$ cat config.mk
export PLATFORM = sky130hd
export DESIGN_NAME = mlp_layer_sequencer
export DESIGN_NICKNAME = d
export VERILOG_FILES = /design/src/rtl/mlp_layer_sequencer.sv
export SDC_FILE = /design/constraint.sdc
export NUM_CORES = 1
export LEC_CHECK = 0
export ABC_CLOCK_PERIOD_IN_PS = 2200
export BUFFER_PORTS_ARGS = -buffer_cell sky130_fd_sc_hd__buf_2
export CAP_MARGIN = 40
export CORE_UTILIZATION = 25
export DETAILED_ROUTE_END_ITERATION = 6
export PLACE_DENSITY = 0.53
export SLEW_MARGIN = 20
export SYNTH_ARGS = -nofsm -noshare
export SYNTH_HDL_FRONTEND = slang
export SYNTH_SLANG_ARGS = --single-unit
$ cat constraint.sdc
create_clock -name clk -period 2.2 [get_ports clk]
set_clock_uncertainty 0.05 [all_clocks]
set_input_delay 0.33 -clock clk [delete_from_list [all_inputs] [get_ports clk]]
set_output_delay 0.33 -clock clk [all_outputs]
set_load 0.01 [all_outputs]
$ cat src/rtl/mlp_layer_sequencer.sv
// Purpose: sequences one MLP inference (Stage2 clear, Stage1 row issue, Stage2 strobes aligned to the Stage1 latency).
// Latency: start accepted at cycle 0 -> s2_clear @1, row r @2+r, s2_enable r @2+r+S1_LAT, done @2+S1_NUM+S1_LAT.
// Backpressure: hold stalls the whole sequence with strobes masked; start_ready is low outside IDLE and while hold/abort.
// Ports: clk, reset (async, active-high); start_valid/start_ready request handshake; hold stall; abort cancel;
//        row_addr -> Stage1 weight mux; s2_clear, s2_enable, s2_row_idx -> Stage2 accumulator;
//        busy, done, frame_count -> status.
module mlp_layer_sequencer #(
   parameter int  S1_NUM    = 8,
   parameter int  S1_LAT    = 1,
   parameter int  CNT_WIDTH = 16,
   localparam int AW        = (S1_NUM > 1) ? $clog2(S1_NUM) : 1
) (
   input  logic                 clk,
   input  logic                 reset,
   input  logic                 start_valid,
   output logic                 start_ready,
   input  logic                 hold,
   input  logic                 abort,
   output logic [AW-1:0]        row_addr,
   output logic                 s2_clear,
   output logic                 s2_enable,
   output logic [AW-1:0]        s2_row_idx,
   output logic                 busy,
   output logic                 done,
   output logic [CNT_WIDTH-1:0] frame_count
);

   typedef enum logic [2:0] {IDLE, CLEAR, ISSUE, DRAIN, DONE} state_t;

   state_t state, state_nxt;
   logic   run;        // cycle advances: neither stalled nor cancelled
   logic   issue;      // a row is handed to Stage1 this cycle
   logic   last_row;
   logic   drain_end;  // only the output stage of the delay line is still occupied

   assign last_row = (row_addr == AW'(S1_NUM - 1));

   always_ff @(posedge clk or posedge reset) begin
      if (reset) state <= IDLE;
      else       state <= state_nxt;
   end

   always_comb begin
      state_nxt   = state;
      run         = ~hold & ~abort;
      start_ready = (state == IDLE) & run;
      s2_clear    = (state == CLEAR) & run;
      issue       = (state == ISSUE) & run;
      done        = (state == DONE) & run;
      busy        = (state != IDLE);
      if (abort) begin
         state_nxt = IDLE;
      end else if (!hold) begin
         case (state)
            IDLE:    if (start_valid) state_nxt = CLEAR;
            CLEAR:   state_nxt = ISSUE;
            ISSUE:   if (last_row) state_nxt = (S1_LAT == 0) ? DONE : DRAIN;
            DRAIN:   if (drain_end) state_nxt = DONE;
            DONE:    state_nxt = IDLE;
            default: state_nxt = IDLE;
         endcase
      end
   end

   // row_addr is zeroed on accept so it already reads 0 during CLEAR, and
   // stops on the last row so it holds that value once ISSUE is left.
   always_ff @(posedge clk or posedge reset) begin
      if (reset) begin
         row_addr    <= '0;
         frame_count <= '0;
      end else begin
         if (start_ready && start_valid) row_addr <= '0;
         else if (issue && !last_row)    row_addr <= row_addr + 1'b1;
         if (done) frame_count <= frame_count + 1'b1;
      end
   end

   generate
      if (S1_LAT == 0) begin : g_nodl
         // Stage1 is combinational: the issued row is valid in the same cycle.
         assign s2_enable  = issue;
         assign s2_row_idx = row_addr;
         assign drain_end  = 1'b1;
      end else begin : g_dl
         // Stage [0] is loaded from the issue slot; stage [S1_LAT-1] lines up with s1_out.
         logic [S1_LAT-1:0] dl_vld;
         logic [AW-1:0]     dl_idx [S1_LAT];

         always_ff @(posedge clk or posedge reset) begin
            if (reset) begin
               dl_vld <= '0;
               for (int i = 0; i < S1_LAT; i++) dl_idx[i] <= '0;
            end else if (abort) begin
               dl_vld <= '0;
            end else if (!hold) begin
               dl_vld[0] <= issue;
               dl_idx[0] <= row_addr;
               for (int i = 1; i < S1_LAT; i++) begin
                  dl_vld[i] <= dl_vld[i-1];
                  dl_idx[i] <= dl_idx[i-1];
               end
            end
         end

         always_comb begin
            drain_end = 1'b1;
            for (int i = 0; i < S1_LAT - 1; i++)
               if (dl_vld[i]) drain_end = 1'b0;
         end

         assign s2_enable  = dl_vld[S1_LAT-1] & ~hold & ~abort;
         assign s2_row_idx = dl_idx[S1_LAT-1];
      end
   endgenerate

endmodule
==> key figures, run 1 <==
Setup path
  • CP Class: reg2out
  • CP Data Required Time: 1820 ps
  • CP startpoint kind: flip-flop
  • Worst setup EP type: output port
  • Crit path DAT: 1470 ps
  • Reg2Reg Setup Slack: 640 ps
  • Max FO, Critical Path: 9

Floorplanning
  • Core area: 4820 um^2
  • Die height: 73.3 um
  • Die X-Extent: 73.3 um
  • # rows: 25
  • I/O pins: 32
  • Initial Util: 0.264
  • DIE AREA: 5370 um^2

Final layout
  • Total Nets Final: 154
  • Area grow syn2layout: 21.9%
  • Post-layout util: 0.322
  • # diodes: 0
  • Layout cells sized above 1: 0.366

Timing
  • Minimum clock period: 1850 ps
  • Final Cycle Share: 0.842
  • Final setup fails: 0
  • RSZ-0062 raised after global routing: false
  • Final Slew Violations: 0
  • Setup TNS: 0 ps
  • Relative slew slack: 0.718
  • Highest Clock Rate: 0.540 GHz
  • Hold Vio Cnt, Final: 0
  • Worst-margin pin slew: 422 ps

Place
  • Placer Congestion: 0.841
  • Buffers on Ports: 31
  • Half-perimeter wire length after placement: 2020 um

Clock network
  • TritonCTS clock tree: done
  • Worst-case clock buffer depth: 2
  • CTS HTree Levels: 1
  • Clk_lat worst skew: 270 ps
  • Root Buffer: clkbuf_8
  • Worst-path clk slew: 90 ps
  • Setup Fix Bufs, Post-CTS: 0
  • Hold buffers post-CTS: 0
  • Cts repair resizes: 0
  • CTS Buf Count: 3
  • TritonCTS sink count: 26

Synthesis
  • Synth warn: 0
  • Synth Area in Adders: 0.0295
  • Synth Area in XOR/XNOR: 0.110
  • Simple-gate share of the synthesized area: 0.237
  • Distinct cells, synth: 29
  • Synth Area in Compound Gates: 0.0207
  • Mapped Cells: 111
  • #FFs+latches synth: 26
  • Multiplexer area fraction after synthesis: 0.0669
  • Avg Cell Area, Syn: 11.5 um^2
  • Synthesized cell area: 1270 um^2
  • Main combinational cell family by area after synthesis: simple AND/OR/NAND/NOR gates
  • Sequential area share after synthesis: 0.512
  • Syn nets: 119

Power and ir drop
  • Static leakage: 0.838 nW
  • Peak VDD IR: 230 uV
  • Cell area power density: 589 nW/um^2

Global routing
  • Total gr overflow: 0
  • Largest net degree at the start of global routing: 27
  • Wire length of the first global-routing pass: 4420 um
  • Vias in the first global route: 927
  • All-Layer GR Usage: 0.110
  • Antenna violations before repair: 0

Drt
  • Vias/cell: 4.41
  • First-pass DRT Iterations: 6
  • Final wirelength: 2680 um
  • Initial DRC count: 32
  • Via Count: 934
  • DRT antenna net count: 0
  • DR DRC count: 0
  • Drt wl/cell: 12.7 um

Status
  • Outcome: finished, final reports clean

Hold path
  • Hold Crit Class: in2async

Run
  • Max-Cap Viols: 0
-- sequential cells by signal (all words and copies together), names as in the netlist --
name	count
row_addr	3
state	3
s2_row_idx	3
frame_count	16
g_dl.dl_vld	1
-- stage by stage --
| step | total power [mW] | area, um^2 | setup slack (ps) | cells | hold slack (ps) |
|---|---|---|---|---|---|
| 2_1_floorplan | 0.580 | 1270 | 776 | 111 | 320 |
| 3_3_place_gp | 0.611 | 1500 | 676 | 208 | 349 |
| 3_5_place_dp | 0.616 | 1500 | 640 | 208 | 360 |
| 4_1_cts | 0.928 | 1550 | 327 | 212 | 65.0 |
| 5_1_grt | 0.961 | 1550 | 249 | 212 | 68.3 |
| 6_report | 0.914 | 1550 | 348 | 212 | 50.7 |
-- cell usage in the layout (no fill, tap or decap) --
cell / netlist / routed
nor2_1: 14 / 14
and2_2: 1 / 1
and2b_2: 1 / 1
and3_2: 3 / 3
nand3_1: 7 / 7
nor4_1: 1 / 1
a2bb2oi_1: 1 / 1
or3_2: 1 / 1
inv_1: 2 / 2
and3_1: 1 / 1
mux2_2: 4 / 4
xnor2_1: 11 / 11
and4_4: 1 / 1
nand3b_1: 1 / 1
dfrtp_1: 26 / 26
buf_4: 0 / 1
nor2b_1: 1 / 1
and2_1: 1 / 1
nand4_2: 1 / 1
clkbuf_8: 0 / 4
ha_1: 3 / 3
nand3_2: 1 / 1
nor3_2: 2 / 2
buf_2: 0 / 31
mux2i_1: 4 / 4
nand4_1: 3 / 3
nor3_4: 2 / 2
xor2_1: 5 / 5
nand2_1: 8 / 8
a21oi_1: 2 / 2
a22oi_1: 1 / 1
-- power breakdown --
part	switching, mW	leakage (nW)	internal (mW)	total, mW
Combinational	0.0505	0.448	0.0403	0.0908
Clock	0.150	0.0288	0.160	0.310
Sequential	0.0193	0.361	0.494	0.513
Total	0.220	0.838	0.694	0.914
-- logic make-up after synthesis --
kind of cell	after synthesis
AO/OA/AOI/OAI	4
XOR/XNOR	16
adder cells (fa/ha/maj)	3
buffers and inverters	4
flip-flops	26
multiplexers	8
AND/OR/NAND/NOR	50
-- layer usage --
layer	vias to the layer above	part of all wire	GRT usage
li1	448	-	-
met1	462	0.47	0.151
met2	22	0.46	0.167
met3	2	0.050	0.0329
met4	0	0.012	0.0321
met5	-	0	0
-- path summary, 6_finish.rpt --
path	startpoint	end	depth (start not counted)
worst max-delay path	state[0]$_DFFE_PP0P_	done	4
worst min-delay path	reset	frame_count[12]$_DFFE_PP0P_	3
worst max register to register	state[0]$_DFFE_PP0P_	frame_count[7]$_DFFE_PP0P_	4
worst min register to register	frame_count[15]$_DFFE_PP0P_	frame_count[15]$_DFFE_PP0P_	1
max in group asynchronous	reset	frame_count[0]$_DFFE_PP0P_	3
min in group clk	abort	state[2]$_DFFE_PP0P_	2
-- cell usage after synthesis --
library cell  number  area (um^2)
dfrtp_1           26          651
nor2_1            14         52.6
xnor2_1           11         96.3
nand2_1            8         30.0
nand3_1            7         35.0
xor2_1             5         43.8
mux2_2             4         45.0
mux2i_1            4         40.0
and3_2             3         22.5
ha_1               3         37.5
nand4_1            3         18.8
a21oi_1            2         10.0
buf_6              2         22.5
inv_1              2         7.51
nor3_2             2         20.0
nor3_4             2         32.5
a22oi_1            1         7.51
a2bb2oi_1          1         8.76
and2_1             1         6.26
and2_2             1         7.51
and2b_2            1         8.76
and3_1             1         6.26
and4_4             1         11.3
nand3_2            1         10.0
nand3b_1           1         7.51
nand4_2            1         12.5
nor2b_1            1         6.26
nor4_1             1         6.26
or3_2              1         7.51
-- layout make-up --
type / count / area, um^2
clock buffers: 4 / 55.1
fillers: 510 / 3270
inverters: 2 / 7.51
multi-input cells: 81 / 591
flip-flops and latches: 26 / 651
well taps: 67 / 83.8
repair buffers: 32 / 163
-- critical path, stage by stage (launching register included) --
cell,delay (ps)
dfrtp_1,500
nor3_4,330
nand2_1,160
inv_1,80
buf_2,120
Note: power is estimated with default switching activity, not from simulation.
==> run 2: changes to the inputs <==
--- a/config.mk
+++ b/config.mk
@@ -5,12 +5,13 @@
 export SDC_FILE = /design/constraint.sdc
 export NUM_CORES = 1
 export LEC_CHECK = 0
-export ABC_CLOCK_PERIOD_IN_PS = 2200
+export ABC_AREA = 1
+export ABC_CLOCK_PERIOD_IN_PS = 1600
 export BUFFER_PORTS_ARGS = -buffer_cell sky130_fd_sc_hd__buf_2
 export CAP_MARGIN = 40
 export CORE_UTILIZATION = 25
 export DETAILED_ROUTE_END_ITERATION = 6
-export PLACE_DENSITY = 0.53
+export PLACE_DENSITY = 0.54
 export SLEW_MARGIN = 20
 export SYNTH_ARGS = -nofsm -noshare
 export SYNTH_HDL_FRONTEND = slang
==> constraint.sdc (replaced) <==
create_clock -name clk -period 1.6 [get_ports clk]
set_clock_uncertainty 0.05 [all_clocks]
set_input_delay 0.24 -clock clk [delete_from_list [all_inputs] [get_ports clk]]
set_output_delay 0.24 -clock clk [all_outputs]
set_load 0.01 [all_outputs]
==> run 2 against run 1 <==
Count of clock-buffer cells in the layout unchanged. Critical path depth down 2. Via count up 32%. Setup slack worse by 300 ps. Sequential power up 75%. Total power up 110%. Highest routed layer unchanged. Synthesized cell count up 61%. First-iteration DRC count up 47%.
==> key figures, run 2 <==
Synthesis
  • Synth warn: 0
  • Syn nets: 187
  • Avg Cell Area, Syn: 7.86 um^2
  • Distinct cells, synth: 20
  • #FFs+latches synth: 26
  • Mapped Cells: 179
  • Synthesized cell area: 1410 um^2
  • Synth area leaders: dfrtp_1 46%, nand2_1 18%, inv_1 6.4%
  • Commonest cells post-synth: 66 x nand2_1, 26 x dfrtp_1, 24 x inv_1
  • Post-synth top flop: dfrtp_1
  • Asr flop ratio synth: 1.00
  • Top-count cell post-synth: nand2_1
  • Sequential area share after synthesis: 0.463
  • Synth area leader: dfrtp_1
  • Post-synth EDFFs: 0
  • Yosys top cell area share: 0.463

Clock network
  • CTS HTree Levels: 1
  • Worst-case clock buffer depth: 2
  • Worst-path clk slew: 100 ps
  • Clk_lat worst skew: 270 ps
  • Root Buffer: clkbuf_8
  • CTS Buf Count: 3
  • TritonCTS sink count: 26
  • TritonCTS clock tree: done

Global routing
  • Antenna violations before repair: 0
  • Wire length of the first global-routing pass: 5110 um
  • Total gr overflow: 0
  • Largest net degree at the start of global routing: 27
  • Vias in the first global route: 1165
  • All-Layer GR Usage: 0.108

Power and ir drop
  • Cell area power density: 1070 nW/um^2
  • Static leakage: 0.945 nW
  • Peak VDD IR: 599 uV

Timing
  • Final Cycle Share: 0.970
  • Final Slew Violations: 0
  • Setup TNS: 0 ps
  • Minimum clock period: 1550 ps
  • Worst-margin pin slew: 355 ps
  • Post-route setup slack: 47.7 ps
  • RSZ-0062 raised after global routing: false
  • Highest Clock Rate: 0.644 GHz
  • Hold Vio Cnt, Final: 0
  • Relative slew slack: 0.764
  • Final setup fails: 0

Setup path
  • Worst setup EP type: output port
  • CP startpoint kind: flip-flop
  • CP Class: reg2out
  • Crit path DAT: 1260 ps
  • Max FO, Critical Path: 7
  • Reg2Reg Setup Slack: 90 ps
  • CP Data Required Time: 1310 ps

Floorplanning
  • Core area: 5270 um^2
  • Initial Util: 0.267
  • # rows: 26
  • Die height: 77 um
  • Die X-Extent: 77 um
  • I/O pins: 32
  • DIE AREA: 5930 um^2

Drt
  • Via Count: 1231
  • DR DRC count: 0
  • Initial DRC count: 47
  • Final wirelength: 3040 um
  • Vias/cell: 4.26
  • DRT antenna net count: 0
  • Drt wl/cell: 10.5 um
  • First-pass DRT Iterations: 4

Place
  • Placed insts: 279
  • Buffers on Ports: 31
  • Half-perimeter wire length after placement: 2130 um
  • Placer Congestion: 0.810
  • Post-Place Setup Slack: 123 ps

Final layout
  • Area grow syn2layout: 24.7%
  • Layout cells sized above 1: 0.242
  • Finished Layout Cells: 289
  • Commonest non-fill, non-tap cell in the layout: nand2_1
  • Max FFs per register: 16
  • Largest Register: frame_count
  • Commonest non-fill, non-tap cells in the layout: 66 x nand2_1, 30 x buf_2, 24 x dfrtp_1
  • # diodes: 0
  • Total Nets Final: 228

Run
  • Max-Cap Viols: 0

Status
  • Outcome: finished, final reports clean

Hold path
  • Hold Crit Class: in2reg
-- run 2: cell types whose count changed after synthesis, moves of 8 or more --
cell     change
inv_1       +22
xnor2_1     -10
nand2_1     +58
o21ai_0      +8
-- run 2: cell type report --
type / instances / area (um^2)
Multi-Input combinational cell: 127 / 649
Timing Repair Buffer: 38 / 216
Sequential cell: 26 / 653
Tap cell: 70 / 87.6
Clock buffer: 4 / 55.1
Fill cell: 582 / 3520
Inverter: 24 / 92.6
-- run 2: worst max-delay path: stages, from the launching register on --
cell and delay, ps:
dfrtp_1 490, nor4_2 320, buf_2 180
-- run 2: worst paths after layout --
kind                                           start                          to  cells after the start
max reg2reg                  row_addr[0]$_DFFE_PP0P_        state[1]$_DFFE_PP0P_                      6
max                             state[2]$_DFFE_PP0P_                    s2_clear                      2
min reg2reg                s2_row_idx[0]$_DFFE_PP0N_   s2_row_idx[0]$_DFFE_PP0N_                      2
min                                             hold     g_dl.dl_vld$_DFFE_PP0P_                      3
min in group asynchronous                      reset  frame_count[8]$_DFFE_PP0P_                      4
max in group asynchronous                      reset        state[1]$_DFFE_PP0P_                      4
-- run 2: cells by family after synthesis --
group	after synthesis	share of synthesized area
flip-flops	26	0.463
buffers and inverters	26	0.0801
XOR/XNOR	6	0.0427
AO/OA/AOI/OAI	9	0.0320
AND/OR/NAND/NOR	109	0.356
adder cells (fa/ha/maj)	3	0.0267
-- run 2: metal layers --
layer  wire [um]  up-vias  track usage
met2        1450       30        0.189
met1        1420      564        0.127
met5           0        -            0
met3         153        2       0.0345
li1            -      635            -
met4          17        0       0.0283
-- run 2: power by group --
part	switching [mW]	internal [mW]
logic	0.315	0.228
clock network	0.214	0.220
registers	0.130	0.768
-- run 2: stage by stage --
stage / power, mW / area [um^2] / utilization / hold WS, ps
2_1_floorplan: 1.23 / 1410 / - / 230
3_3_place_gp: 1.39 / 1630 / 0.310 / 276
3_5_place_dp: 1.40 / 1630 / 0.310 / 278
4_1_cts: 1.85 / 1710 / 0.325 / 206
5_1_grt: 2.01 / 1750 / 0.333 / 215
6_report: 1.87 / 1750 / 0.333 / 212
-- run 2: what timing repair did --
| item | in CTS | in global routing |
|---|---|---|
| endpoints found under the setup margin | 2 | 1 |
| pin swaps | 0 | 1 |
| hold endpoints to repair | 26 | 0 |
| hold buffers | 1 | 0 |
| setup buffers | 0 | 5 |
| resized for setup | 5 | 1 |
